--- src/rtl/idli_sqi_mem_m.sv ---
// SQI SRAM responder: decodes READ/WRITE transactions from a quad-SPI initiator into a byte array.
// SCK is oversampled on the system clock; all protocol activity is keyed off detected edges.
module idli_sqi_mem_m #(
  parameter int unsigned ADDR_W    = 8,
  parameter int unsigned DUMMY_NIB = 2
) (
  input  logic       i_mem_gck,
  input  logic       i_mem_rst_n,
  input  logic       i_mem_sck,
  input  logic       i_mem_cs,
  input  logic [3:0] i_mem_sio,
  output logic [3:0] o_mem_sio,
  output logic       o_mem_sio_oe
);

  typedef enum logic [2:0] {
    StIdle,
    StCmd,
    StAddr,
    StDummy,
    StRdata,
    StWdata,
    StIgnore
  } state_e;

  state_e              state_q;
  logic                sck_q;
  logic [2:0]          cnt_q;
  logic [7:0]          cmd_q;
  logic [11:0]         addr_sh_q;
  logic [ADDR_W-1:0]   addr_q;
  logic [3:0]          wr_nib_q;
  logic [7:0]          rd_byte_q;
  logic [3:0]          sio_q;
  logic                oe_q;

  logic [7:0]          mem [2**ADDR_W];

  logic                rise;
  logic                fall;
  logic [ADDR_W-1:0]   addr_next;
  logic [7:0]          rd_now;
  logic [7:0]          rd_nxt;
  logic                mem_we;
  logic [7:0]          mem_wdata;

  always_comb begin
    rise      = i_mem_sck & ~sck_q & ~i_mem_cs;
    fall      = ~i_mem_sck & sck_q & ~i_mem_cs;
    addr_next = addr_q + ADDR_W'(1);
    rd_now    = mem[addr_q];
    rd_nxt    = mem[addr_next];
    // Second nibble of a byte completes it; the write lands on that same detected rise.
    mem_we    = (state_q == StWdata) && rise && cnt_q[0];
    mem_wdata = {wr_nib_q, i_mem_sio};
  end

  always_ff @(posedge i_mem_gck) begin
    if (mem_we) begin
      mem[addr_q] <= mem_wdata;
    end
  end

  always_ff @(posedge i_mem_gck or negedge i_mem_rst_n) begin
    if (!i_mem_rst_n) begin
      state_q   <= StIdle;
      sck_q     <= 1'b0;
      cnt_q     <= 3'd0;
      cmd_q     <= 8'h00;
      addr_sh_q <= 12'h000;
      addr_q    <= '0;
      wr_nib_q  <= 4'h0;
      rd_byte_q <= 8'h00;
      sio_q     <= 4'h0;
      oe_q      <= 1'b0;
    end else begin
      sck_q <= i_mem_sck;
      if (i_mem_cs) begin
        state_q <= StIdle;
        cnt_q   <= 3'd0;
        sio_q   <= 4'h0;
        oe_q    <= 1'b0;
      end else begin
        unique case (state_q)
          StIdle: begin
            state_q <= StCmd;
            cnt_q   <= 3'd0;
          end
          StCmd: begin
            if (rise) begin
              cmd_q <= {cmd_q[3:0], i_mem_sio};
              if (cnt_q == 3'd1) begin
                state_q <= StAddr;
                cnt_q   <= 3'd0;
              end else begin
                cnt_q <= cnt_q + 3'd1;
              end
            end
          end
          StAddr: begin
            if (rise) begin
              addr_sh_q <= {addr_sh_q[7:0], i_mem_sio};
              if (cnt_q == 3'd3) begin
                // Upper address bits beyond the array size are dropped.
                addr_q <= ADDR_W'({addr_sh_q, i_mem_sio});
                cnt_q  <= 3'd0;
                if (cmd_q == 8'h03) begin
                  state_q <= StDummy;
                end else if (cmd_q == 8'h02) begin
                  state_q <= StWdata;
                end else begin
                  state_q <= StIgnore;
                end
              end else begin
                cnt_q <= cnt_q + 3'd1;
              end
            end
          end
          StDummy: begin
            if (rise) begin
              if (cnt_q == 3'(DUMMY_NIB - 1)) begin
                state_q   <= StRdata;
                cnt_q     <= 3'd0;
                rd_byte_q <= rd_now;
                sio_q     <= rd_now[7:4];
                oe_q      <= 1'b1;
              end else begin
                cnt_q <= cnt_q + 3'd1;
              end
            end
          end
          StRdata: begin
            // cnt_q[0] selects the nibble to present after the next fall: 0 = high, 1 = low.
            if (rise) begin
              cnt_q <= {2'b00, ~cnt_q[0]};
              if (cnt_q[0]) begin
                addr_q    <= addr_next;
                rd_byte_q <= rd_nxt;
              end
            end else if (fall) begin
              sio_q <= cnt_q[0] ? rd_byte_q[3:0] : rd_byte_q[7:4];
            end
          end
          StWdata: begin
            if (rise) begin
              if (!cnt_q[0]) begin
                wr_nib_q <= i_mem_sio;
                cnt_q    <= 3'd1;
              end else begin
                cnt_q  <= 3'd0;
                addr_q <= addr_next;
              end
            end
          end
          StIgnore: begin
            state_q <= StIgnore;
          end
          default: begin
            state_q <= StIdle;
          end
        endcase
      end
    end
  end

  assign o_mem_sio    = sio_q;
  assign o_mem_sio_oe = oe_q;

endmodule

--- config.mk ---
export PLATFORM = sky130hd
export DESIGN_NAME = idli_sqi_mem_m
export DESIGN_NICKNAME = d
export VERILOG_FILES = /design/src/rtl/idli_sqi_mem_m.sv
export SDC_FILE = /design/constraint.sdc
export NUM_CORES = 2
export LEC_CHECK = 0
export BUFFER_PORTS_ARGS = -buffer_cell sky130_fd_sc_hd__buf_2
export CAP_MARGIN = 40
export CORE_MARGIN = 1.5
export CORE_UTILIZATION = 62
export CTS_CLUSTER_DIAMETER = 60
export DETAILED_ROUTE_END_ITERATION = 8
export PLACE_DENSITY = 0.75
export SLEW_MARGIN = 20
export SYNTH_ARGS = -nofsm -noshare
export SYNTH_HDL_FRONTEND = slang
export SYNTH_SLANG_ARGS = --single-unit
--- constraint.sdc ---
create_clock -name i_mem_gck -period 11.1 [get_ports i_mem_gck]
set_input_delay 2.22 -clock i_mem_gck [delete_from_list [all_inputs] [get_ports i_mem_gck]]
set_output_delay 2.22 -clock i_mem_gck [all_outputs]
set_load 0.01 [all_outputs]
==> results.toml <==
[run_status]
status = "complete, no violations"

[place]
placed_cells = 7057
hpwl_um = 192000
dpl_cell_area_um2 = 101000
portBuffers = 12
place_ws_ns = 5.13
routabilityCongestion = 0.981

[yosys]
synth_top_area_share_pct = 62.3
synth_cells = 5165
yosysSeqAreaShare_pct = 63.4
async_flop_share_pct = 2.10
synth_ff_type = "edfxtp_1"
syn_nets = 5181
synth_cell_types = 71
synth-edff-count = 2048
synth_area_leaders = "edfxtp_1 62%, mux4_2 25%, mux2i_1 1.6%, nand2_1 1.4%, nor2_1 1.2%"
netlist_area_um2 = 98700
synth.avg_cell_area_um2 = 19.1
yosysTopAreaCell = "edfxtp_1"
synth_warnings = 0
synth_seq_cells = 2092

[drt]
wl_per_cell_um = 40.9
drt_iter0_drc = 10700
drtAntennaViolNets = 0
drt_wl_total_um = 308000
first_pass_iters = 7
vias_per_cell = 7.94
vias = 59900
drc_errors = 0

[timing]
report.final.slew_viol_count = 0
hold_viol_final = 0
worstMarginPinSlew_ns = 1.04
tns_ns = 0
slew-limit-headroom_pct = 30.4
fin_crit_sh_pct = 56.2
fin_ws_ns = 4.86
grt_setup_unrepaired = "no"
finalSetupViolations = 0
max_freq_mhz = 160
period_minus_slack_ns = 6.24
skew_ns = 0.0275

[setup_path]
crit_path_end_kind = "register"
start_kind = "register"
worstPathArrival_ns = 6.98
cp.required_ns = 11.84
path_max_fanout = 110
path_class = "reg -> reg"
worst-r2r-setup-slack_ns = 4.86

[floorplan]
core_area_um2 = 158000
dieArea_um2 = 162000
start_util_pct = 62.4
pin_count = 13
die_h_um = 402
rows = 146
die_x_um = 402

[power_and_ir_drop]
total_power_w = 0.0158
peakVddDrop_mv = 0.155
swShare_pct = 20.1
p_comb_share_pct = 1.0
pwr_density_cell_nw_per_um2 = 145
seqPwrFrac_pct = 54.9
clkPwrFrac_pct = 44.1
p_leak_nw = 34.4
p_int_w = 0.0126
p_switching_w = 0.00318

[clock_tree]
cts_hold_buf = 0
cts_resized = 0
cts_root_buf = "clkbuf_16"
cts.sinks = 2092
htree_num_levels = 4
cts_tree = "yes"
cts_inserted_buffers = 207
clk-insertion-delay-late_ns = 0.87
clkSlewWorstSetupHoldPaths_ns = 0.06
postCtsSetupBuffers = 0
clk_path_buf_depth = 3

[cells_and_area]
final_common_cell = "edfxtp_1"
fin_area_um2 = 109000
final_nets = 5294
layout-drive-gt1-share_pct = 32.8
area_growth_pct = 10.1
final_cell_mix = "2048 x edfxtp_1, 1081 x mux4_2, 349 x nand2_1"
layout.cells.non_filler = 7540

[global_route]
grtUsageMet3_pct = 14.0
grt_pass1_wl_um = 434000
grt_start_max_net_pins = 134
antenna_found_initial = 20
track_usage_pct = 38.4
first_global_vias = 57500
grt-busiest-layer = "met2"
gr-total-overflow = 0
met2_usage_pct = 53.6
grt_use_met1_pct = 52.5

[job]
drv_cap = 0

[worst_hold_path]
hold_path_class = "reg -> reg"
## logic make-up (layout without fill, tap and decap cells)
kind of cell | after synthesis | count (layout) | share of synthesized area, %
mux | 1259 | 1259 | 26.5
fa+ha+maj | 8 | 8 | 0.101
other cells | 0 | 18 | 0
simple gates | 942 | 942 | 4.05
flops | 2092 | 2092 | 63.4
compound gates | 424 | 424 | 3.03
xor+xnor | 10 | 10 | 0.0964
buf+inv | 430 | 715 | 2.75
## synthesized netlist by cell type (8+ instances only)
library cell and instances:
nand2_1 363, nand2b_1 11, buf_6 72, a221oi_1 56, a32oi_1 22, dfrtp_1 44
and3_1 10, mux2_2 23, a22oi_1 69, buf_1 19, o22ai_1 27, nor2_1 321
nor4_1 15, o21ai_1 9, buf_4 101, buf_2 106, ha_1 8, nand4_1 22
a311oi_1 11, o211ai_1 13, edfxtp_1 2048, a21oi_1 77, nand3_1 130, mux2i_1 153
mux4_2 1081, nor2b_1 11, a211oi_1 8, o21ai_0 45, a22o_1 13, a31oi_1 25
clkbuf_1 114, nor3_1 34, inv_1 10
## flip-flops by register name (all words and copies together), names as in the netlist
signal,flops
mem,2048
addr_q,8
o_mem_sio_oe,1
o_mem_sio,4
wr_nib_q,4
cnt_q,3
cmd_q,8
addr_sh_q,4
sck_q,1
rd_byte_q,8
state_q,3
## routing by layer
layer | wire length (um) | vias up
li1 | - | 22200
met5 | 311 | -
met3 | 50500 | 1169
met1 | 101000 | 30700
met4 | 22400 | 28
met2 | 134000 | 5806
## path summary, 6_finish.rpt
| path | start | end | cells after the start |
|---|---|---|---|
| max in group asynchronous | i_mem_rst_n | addr_q[2] | 2 |
| max | addr_q[1] | rd_byte_q[6] | 9 |
| min in group asynchronous | i_mem_rst_n | wr_nib_q[1] | 2 |
| min reg2reg | rd_byte_q[4] | rd_byte_q[4] | 2 |
| min | rd_byte_q[4] | rd_byte_q[4] | 2 |
| max reg2reg | addr_q[1] | rd_byte_q[6] | 9 |
## metrics by stage
stage                     hold WS [ns]  util [%]
after floorplan                  0.448         -
after CTS                        0.478      68.2
after detailed placement         0.466      64.0
after global routing             0.499      68.7
final                            0.481      68.7
after global placement           0.462      63.3
## area by class of cell
cell class	count	area, um^2
timing repair buffer	321	3070
sequential	2092	62600
inverter	13	56.3
tap	2072	2590
clock buffer	260	5490
antenna	18	45.0
fill	9775	49500
clock inverter	121	1170
multi-input combinational	2643	33600
## critical path: stages, from the launching register on
cell and delay [ns]:
dfrtp_4 0.82, inv_1 0.24, ha_4 0.80, buf_12 0.57, buf_12 0.68, mux4_2 0.62, mux4_2 0.53, o2111ai_1 0.79
nand3_1 0.43, o31a_1 0.40
## power by group through the flow
stage | logic (W) | clock network (W) | registers [W]
floorplan | 0.0000187 | 0 | 0.00887
global placement | 0.000123 | 0 | 0.00885
detailed placement | 0.000146 | 0 | 0.00885
CTS | 0.000145 | 0.00699 | 0.00868
global route | 0.000165 | 0.00726 | 0.00867
finish | 0.000158 | 0.00698 | 0.00868
(Power assumes the default switching activity.)
